File: config.mk
export PLATFORM = sky130hd
export DESIGN_NAME = sram_burst_arbiter_flat
export DESIGN_NICKNAME = d
export VERILOG_FILES = /design/src/rtl/sram_burst_arbiter_if.sv /design/src/rtl/sram_burst_arbiter.sv /design/src/flat_wrapper.sv
export SDC_FILE = /design/constraint.sdc
export NUM_CORES = 1
export LEC_CHECK = 0
export BUFFER_PORTS_ARGS = -buffer_cell sky130_fd_sc_hd__buf_2
export CORE_AREA = 3 3 135 137
export CTS_BUF_LIST = sky130_fd_sc_hd__clkbuf_4
export CTS_CLUSTER_DIAMETER = 120
export CTS_CLUSTER_SIZE = 16
export DETAILED_ROUTE_END_ITERATION = 7
export DIE_AREA = 0 0 138 140
export GPL_TIMING_DRIVEN = 0
export PLACE_DENSITY = 0.59
export SETUP_SLACK_MARGIN = 0.5
export SYNTH_ARGS = -nofsm -noshare
export SYNTH_HDL_FRONTEND = slang
export SYNTH_SLANG_ARGS = --single-unit
File: constraint.sdc
create_clock -name clk -period 3.6 [get_ports clk]
set_clock_uncertainty 0.1 [all_clocks]
set_input_delay 0.72 -clock clk [delete_from_list [all_inputs] [get_ports clk]]
set_output_delay 0.72 -clock clk [all_outputs]
set_load 0.02 [all_outputs]
File: src/rtl/sram_burst_arbiter_if.sv
// Requester and SRAM-side signal bundle for the burst-locking SRAM arbiter.
interface sram_burst_arbiter_if #(
  parameter int unsigned NUM_PORTS  = 4,
  parameter int unsigned ADDR_WIDTH = 16,
  parameter int unsigned DATA_WIDTH = 32,
  parameter int unsigned LEN_WIDTH  = 4,
  parameter int unsigned ID_WIDTH   = $clog2(NUM_PORTS)
);
  logic [NUM_PORTS-1:0]            req_valid;
  logic [NUM_PORTS-1:0]            req_ready;
  logic [NUM_PORTS-1:0]            req_we;
  logic [NUM_PORTS*ADDR_WIDTH-1:0] req_addr;
  logic [NUM_PORTS*LEN_WIDTH-1:0]  req_len;
  logic [NUM_PORTS*DATA_WIDTH-1:0] wdata;
  logic [NUM_PORTS-1:0]            wbeat;
  logic [NUM_PORTS-1:0]            rsp_valid;
  logic [DATA_WIDTH-1:0]           rsp_rdata;
  logic                            mem_cs;
  logic                            mem_we;
  logic [ADDR_WIDTH-1:0]           mem_addr;
  logic [DATA_WIDTH-1:0]           mem_wdata;
  logic [DATA_WIDTH-1:0]           mem_rdata;
  logic                            busy;
  logic [ID_WIDTH-1:0]             owner;

  // Environment side: requesters plus the SRAM read-data return
  modport master (
    output req_valid, req_we, req_addr, req_len, wdata, mem_rdata,
    input  req_ready, wbeat, rsp_valid, rsp_rdata,
           mem_cs, mem_we, mem_addr, mem_wdata, busy, owner
  );

  // Arbiter side
  modport slave (
    input  req_valid, req_we, req_addr, req_len, wdata, mem_rdata,
    output req_ready, wbeat, rsp_valid, rsp_rdata,
           mem_cs, mem_we, mem_addr, mem_wdata, busy, owner
  );
endinterface

File: src/rtl/sram_burst_arbiter.sv
// Round-robin, burst-locking arbiter sharing one single-port SRAM among
// NUM_PORTS requesters. Ownership is held for a whole burst; the round-robin
// pointer only advances when a command is accepted.
module sram_burst_arbiter #(
  parameter int unsigned NUM_PORTS  = 4,
  parameter int unsigned ADDR_WIDTH = 16,
  parameter int unsigned DATA_WIDTH = 32,
  parameter int unsigned LEN_WIDTH  = 4,
  parameter int unsigned ID_WIDTH   = $clog2(NUM_PORTS)
) (
  input  logic clk,
  input  logic rst,
  sram_burst_arbiter_if.slave bus
);

  typedef enum logic [0:0] {S_IDLE = 1'b0, S_BURST = 1'b1} state_e;

  state_e                state_q, state_d;
  logic [ID_WIDTH-1:0]   rr_ptr_q, rr_ptr_d;
  logic [ID_WIDTH-1:0]   owner_q, owner_d;
  logic [ADDR_WIDTH-1:0] base_q, base_d;
  logic [LEN_WIDTH-1:0]  len_q, len_d;
  logic                  we_q, we_d;
  logic [LEN_WIDTH-1:0]  beat_q, beat_d;
  logic                  rsp_pending_q;
  logic [ID_WIDTH-1:0]   rsp_id_q;

  logic                  win_found_c;
  logic [ID_WIDTH-1:0]   win_idx_c;
  logic [ID_WIDTH-1:0]   cand_c;
  logic                  busy_c;
  logic                  wr_beat_c;

  // Winner = first valid requester at or after the round-robin pointer
  always_comb begin
    win_found_c = 1'b0;
    win_idx_c   = '0;
    cand_c      = '0;
    for (int k = 0; k < int'(NUM_PORTS); k++) begin
      cand_c = ID_WIDTH'((32'(rr_ptr_q) + 32'(k)) % NUM_PORTS);
      if (!win_found_c && bus.req_valid[cand_c]) begin
        win_found_c = 1'b1;
        win_idx_c   = cand_c;
      end
    end
  end

  // Next-state: latch the winning command in IDLE, count beats in BURST
  always_comb begin
    state_d  = state_q;
    rr_ptr_d = rr_ptr_q;
    owner_d  = owner_q;
    base_d   = base_q;
    len_d    = len_q;
    we_d     = we_q;
    beat_d   = beat_q;
    case (state_q)
      S_IDLE: begin
        if (win_found_c) begin
          state_d  = S_BURST;
          owner_d  = win_idx_c;
          base_d   = bus.req_addr[int'(win_idx_c)*int'(ADDR_WIDTH) +: ADDR_WIDTH];
          len_d    = bus.req_len[int'(win_idx_c)*int'(LEN_WIDTH) +: LEN_WIDTH];
          we_d     = bus.req_we[win_idx_c];
          beat_d   = '0;
          rr_ptr_d = (win_idx_c == ID_WIDTH'(NUM_PORTS - 1)) ? '0
                                                            : win_idx_c + ID_WIDTH'(1);
        end
      end
      S_BURST: begin
        beat_d = beat_q + LEN_WIDTH'(1);
        if (beat_q == len_q) begin
          state_d = S_IDLE;
        end
      end
      default: state_d = S_IDLE;
    endcase
  end

  // Bus outputs; reset forces everything quiet, including a burst in flight
  always_comb begin
    busy_c        = (state_q == S_BURST) && !rst;
    wr_beat_c     = busy_c && we_q;
    bus.busy      = busy_c;
    bus.owner     = owner_q;
    bus.req_ready = (state_q == S_IDLE && win_found_c && !rst)
                    ? (NUM_PORTS'(1) << win_idx_c) : '0;
    bus.mem_cs    = busy_c;
    bus.mem_we    = wr_beat_c;
    bus.mem_addr  = busy_c ? (base_q + ADDR_WIDTH'(beat_q)) : '0;
    bus.mem_wdata = wr_beat_c
                    ? bus.wdata[int'(owner_q)*int'(DATA_WIDTH) +: DATA_WIDTH] : '0;
    bus.wbeat     = wr_beat_c ? (NUM_PORTS'(1) << owner_q) : '0;
    bus.rsp_valid = (rsp_pending_q && !rst) ? (NUM_PORTS'(1) << rsp_id_q) : '0;
    bus.rsp_rdata = bus.mem_rdata;
  end

  // State registers; read-return tag follows the beat by one cycle
  always_ff @(posedge clk) begin
    if (rst) begin
      state_q       <= S_IDLE;
      rr_ptr_q      <= '0;
      owner_q       <= '0;
      base_q        <= '0;
      len_q         <= '0;
      we_q          <= 1'b0;
      beat_q        <= '0;
      rsp_pending_q <= 1'b0;
      rsp_id_q      <= '0;
    end else begin
      state_q       <= state_d;
      rr_ptr_q      <= rr_ptr_d;
      owner_q       <= owner_d;
      base_q        <= base_d;
      len_q         <= len_d;
      we_q          <= we_d;
      beat_q        <= beat_d;
      rsp_pending_q <= busy_c && !we_q;
      rsp_id_q      <= owner_q;
    end
  end

endmodule

File: src/flat_wrapper.sv
// flat-port wrapper written by rule: the top's interface ports become plain ports
module sram_burst_arbiter_flat 
#(
  parameter int unsigned NUM_PORTS  = 4,
  parameter int unsigned ADDR_WIDTH = 16,
  parameter int unsigned DATA_WIDTH = 32,
  parameter int unsigned LEN_WIDTH  = 4,
  parameter int unsigned ID_WIDTH   = $clog2(NUM_PORTS)
)
  (clk, rst, bus_req_valid, bus_req_we, bus_req_addr, bus_req_len, bus_wdata, bus_mem_rdata, bus_req_ready, bus_wbeat, bus_rsp_valid, bus_rsp_rdata, bus_mem_cs, bus_mem_we, bus_mem_addr, bus_mem_wdata, bus_busy, bus_owner);
  sram_burst_arbiter_if #(.NUM_PORTS(NUM_PORTS), .ADDR_WIDTH(ADDR_WIDTH), .DATA_WIDTH(DATA_WIDTH), .LEN_WIDTH(LEN_WIDTH), .ID_WIDTH(ID_WIDTH)) bus_i ();
  input  logic clk;
  input  logic rst;
  input wire logic [$bits(bus_i.req_valid)-1:0] bus_req_valid;
  input wire logic [$bits(bus_i.req_we)-1:0] bus_req_we;
  input wire logic [$bits(bus_i.req_addr)-1:0] bus_req_addr;
  input wire logic [$bits(bus_i.req_len)-1:0] bus_req_len;
  input wire logic [$bits(bus_i.wdata)-1:0] bus_wdata;
  input wire logic [$bits(bus_i.mem_rdata)-1:0] bus_mem_rdata;
  output wire logic [$bits(bus_i.req_ready)-1:0] bus_req_ready;
  output wire logic [$bits(bus_i.wbeat)-1:0] bus_wbeat;
  output wire logic [$bits(bus_i.rsp_valid)-1:0] bus_rsp_valid;
  output wire logic [$bits(bus_i.rsp_rdata)-1:0] bus_rsp_rdata;
  output wire logic [$bits(bus_i.mem_cs)-1:0] bus_mem_cs;
  output wire logic [$bits(bus_i.mem_we)-1:0] bus_mem_we;
  output wire logic [$bits(bus_i.mem_addr)-1:0] bus_mem_addr;
  output wire logic [$bits(bus_i.mem_wdata)-1:0] bus_mem_wdata;
  output wire logic [$bits(bus_i.busy)-1:0] bus_busy;
  output wire logic [$bits(bus_i.owner)-1:0] bus_owner;
  assign bus_i.req_valid = bus_req_valid;
  assign bus_i.req_we = bus_req_we;
  assign bus_i.req_addr = bus_req_addr;
  assign bus_i.req_len = bus_req_len;
  assign bus_i.wdata = bus_wdata;
  assign bus_i.mem_rdata = bus_mem_rdata;
  assign bus_req_ready = bus_i.req_ready;
  assign bus_wbeat = bus_i.wbeat;
  assign bus_rsp_valid = bus_i.rsp_valid;
  assign bus_rsp_rdata = bus_i.rsp_rdata;
  assign bus_mem_cs = bus_i.mem_cs;
  assign bus_mem_we = bus_i.mem_we;
  assign bus_mem_addr = bus_i.mem_addr;
  assign bus_mem_wdata = bus_i.mem_wdata;
  assign bus_busy = bus_i.busy;
  assign bus_owner = bus_i.owner;
  sram_burst_arbiter #(.NUM_PORTS(NUM_PORTS), .ADDR_WIDTH(ADDR_WIDTH), .DATA_WIDTH(DATA_WIDTH), .LEN_WIDTH(LEN_WIDTH), .ID_WIDTH(ID_WIDTH)) u_core (.clk(clk), .rst(rst), .bus(bus_i));
endmodule
==> flow_summary_export.csv <==
group,metric,value,unit
die,die_x,138,um
worst_setup_path,timing.rr.end,"u_core.rr_ptr_q[1]",
yosys,ys_seq_elements,33,
grt,grt_usage,16.3,%
yosys,yosysWarnings,0,
sta,hold_viol,0,
worst_setup_path,end_kind,"output pin",
yosys,yosysSeqAreaShare,18.2,%
grt,overflow,0,
pwr,leakagePower,2.96,nW
detailed_routing,vias,4245,
clock_tree,cts_tree,"yes",
grt,grt_pass1_wl,24.6,mm
clock_tree,clockBufferDepth,2,
die,boundaryPins,347,
sta,relSlewSlack,49.7,%
pwr,peakVddDrop,0.000178,V
grt,first_global_vias,4224,
clock_tree,cts_buffers,5,
die,rows,48,
sta,finalCritPeriodShare,82.5,%
die,start_util,21.1,%
worst_hold_path,min-delay-start,"u_core.base_q[0]",
placement,io_buffers,314,
sta,rsz0062_at_grt,"no",
run_status,outcome,"complete, no violations",
worst_hold_path,hold_path_depth,2,
cells_and_area,area_growth,56.1,%
worst_setup_path,startpoint_type,"input port",
cells_and_area,drive_gt1_share,59.9,%
die,die_area,0.0193,mm2
yosys,yosysUniqueCellTypes,46,
clock_tree,clk_latency,340,ps
yosys,async_reset_ff_share,0,%
clock_tree,cts.sinks,33,
worst_hold_path,hold_class,"flip-flop to flip-flop",
grt,antenna_found_initial,1,
worst_setup_path,r2r_slack,1720,ps
sta,timing.hold.ws,406,ps
detailed_routing,drtPass1Iterations,4,
clock_tree,htree_levels,2,
detailed_routing,wl_per_cell,18.3,um
sta,report.final.slew_viol_count,0,
worst_setup_path,worstPathRequired,2780,ps
clock_tree,clk_pin_slew_worst_paths,120,ps
placement,dp_cells,923,
yosys,ys.flop_type,"dfxtp_1",
pwr,powerDensity,287,mW/mm2
cells_and_area,fin_cells,935,
yosys,netlist_area,0.00362,mm2
cells_and_area,fin_nets,967,
detailed_routing,viasPerCell,4.54,
detailed_routing,drt_iter0_drc,130,
worst_setup_path,reg2reg_depth,8,
sta,fin_setup_tns,0,ps
clock_tree,root_buffer,"clkbuf_4",
sta,layout_min_cycle_time,2970,ps
pwr,p_total,1.63,mW
yosys,netlist_instances,384,
detailed_routing,drtAntennaViolNets,0,
worst_hold_path,min_to,"u_core.base_q[0]",
worst_setup_path,crit_path_max_fanout,11,
cells_and_area,fill_cells,1862,
worst_setup_path,crit_type,"input port to output pin",
yosys,syn_avg_cell_area,9.44,um2
worst_setup_path,timing.rr.start,"u_core.rr_ptr_q[1]",
clock_tree,holdBufCountCts,0,
yosys,synth-edff-count,0,
detailed_routing,wl,17.1,mm
detailed_routing,drc,0,
yosys,syn_nets,644,
placement,place.gp.congestion,0.888,
worst_setup_path,arrival,2150,ps
sta,finalSetupViolCount,0,
die,die_height,140,um
sta,fmax,0.337,GHz
placement,dp_hpwl,15.0,mm
grt,grt_max_degree,12,
flow_run,drv_cap,0,
die,core,0.0172,mm2
sta,worstMarginPinSlew,752,ps
power breakdown:
part	leakage [nW]	internal (mW)	switching, mW	total [mW]
Sequential	0.274	0.423	0.0644	0.487
Clock	0.0433	0.152	0.136	0.288
Combinational	2.64	0.421	0.428	0.850
Total	2.96	0.997	0.629	1.63
Yosys cell counts (2+ instances only):
| cell | number | area, um2 |
|---|---|---|
| a21oi_1 | 11 | 55.1 |
| and2_1 | 5 | 31.3 |
| and3_1 | 36 | 225 |
| and4_1 | 2 | 17.5 |
| buf_2 | 7 | 35.0 |
| buf_4 | 34 | 255 |
| buf_6 | 4 | 45.0 |
| clkbuf_1 | 18 | 67.6 |
| dfxtp_1 | 33 | 661 |
| ha_1 | 9 | 113 |
| inv_1 | 7 | 26.3 |
| inv_2 | 2 | 7.51 |
| mux2i_1 | 44 | 440 |
| mux4_2 | 32 | 721 |
| nand2_1 | 22 | 82.6 |
| nand2b_1 | 3 | 18.8 |
| nand3_1 | 5 | 25.0 |
| nand3b_1 | 11 | 82.6 |
| nand4_1 | 2 | 12.5 |
| nor2_1 | 20 | 75.1 |
| nor2b_1 | 6 | 37.5 |
| nor3_1 | 5 | 25.0 |
| nor3b_1 | 2 | 15.0 |
| nor4bb_1 | 2 | 20.0 |
| o2111ai_1 | 2 | 17.5 |
| o211ai_1 | 4 | 30.0 |
| o21a_1 | 3 | 22.5 |
| o221ai_1 | 21 | 184 |
| xnor2_1 | 2 | 17.5 |
| xor2_1 | 14 | 123 |
worst max-delay path, cell delays in order:
cell and delay [ps]:
buf_2 120, a21oi_1 70, o21a_1 200, o22ai_4 230, inv_2 150, buf_6 190, ha_1 180, and2_1 130
buf_2 160
registers in the layout (all words and copies together), names as in the netlist:
signal,flops
u_core.len_q,4
u_core.base_q,16
u_core.beat_q,4
u_core.bus.owner,2
u_core.we_q,1
u_core.state_q,1
u_core.rsp_id_q,2
u_core.rsp_pending_q,1
u_core.rr_ptr_q,2
kinds of logic (layout without fill, tap and decap cells):
logic type / count (synthesis) / count (layout) / share of synthesized area [%]
mux: 76 / 76 / 32.0
xor+xnor: 16 / 16 / 3.87
flops: 33 / 33 / 18.2
buf+inv: 72 / 396 / 12.0
compound gates: 48 / 48 / 10.0
fa+ha+maj: 10 / 10 / 3.66
other cells: 0 / 2 / 0
simple gates: 129 / 129 / 20.1
per-layer routing:
metal  vias up  track usage [%]  share of wire, %
li1       2069                -                 -
met1      1971             19.5                41
met2       191             29.6                51
met3        14             3.82               6.7
met4         0             3.43               1.3
met5         -                0                 0
through the flow:
stage / util, % / instance area [um2] / setup slack [ps]
floorplan: - / 3620 / 847
global placement: 31.9 / 5480 / 466
detailed placement: 31.9 / 5480 / 469
CTS: 32.6 / 5600 / 478
global route: 32.9 / 5660 / 503
finish: 32.9 / 5660 / 629
worst max path at each step:
| stage | from | endpoint | slack (ps) | depth (start not counted) |
|---|---|---|---|---|
| 2_1_floorplan | u_core.beat_q[0] | bus_mem_addr[10] | 850 | 8 |
| 4_1_cts | u_core.beat_q[0] | bus_mem_addr[12] | 480 | 9 |
| 6_report | bus_req_valid[0] | bus_req_ready[3] | 630 | 9 |
| 5_1_grt | u_core.beat_q[0] | bus_mem_addr[12] | 500 | 9 |
| 3_5_place_dp | rst | bus_mem_wdata[10] | 470 | 7 |
| 3_3_place_gp | rst | bus_mem_wdata[10] | 470 | 7 |
what timing repair did:
action                                  4_1_cts  5_1_grt
gates resized for setup                      16       18
setup buffers                                 1        1
pin swaps                                     1        2
endpoints found under the setup margin       32       48
endpoints found under the hold margin         0        0
final cells by class:
class	count	area, um2	share of cell area [%]
Clock buffer	6	45.0	0.796
Antenna cell	2	5.00	0.0884
Inverter	9	33.8	0.597
Tap cell	225	282	4.97
Sequential cell	33	668	11.8
Buffer	63	424	7.50
Clock inverter	2	33.8	0.597
Timing Repair Buffer	316	1590	28.2
Multi-Input combinational cell	279	2570	45.5
cells in the final DEF, fill, tap and decap left out, types with 5 or more instances in the layout:
cell type | Yosys | layout
nor3_1 | 5 | 5
nor2_1 | 20 | 19
nor2b_1 | 6 | 5
ha_1 | 9 | 8
a21oi_1 | 11 | 11
clkbuf_2 | 0 | 7
and3_1 | 36 | 36
nand2_1 | 22 | 22
inv_1 | 7 | 7
and2_1 | 5 | 5
buf_4 | 34 | 40
xor2_1 | 14 | 14
mux2i_1 | 44 | 44
mux4_2 | 32 | 32
clkbuf_4 | 0 | 7
clkbuf_1 | 18 | 10
nand3b_1 | 11 | 11
o221ai_1 | 21 | 21
buf_6 | 4 | 5
nand3_1 | 5 | 5
buf_2 | 7 | 316
dfxtp_1 | 33 | 29
Note: power is estimated with default switching activity, not from simulation.
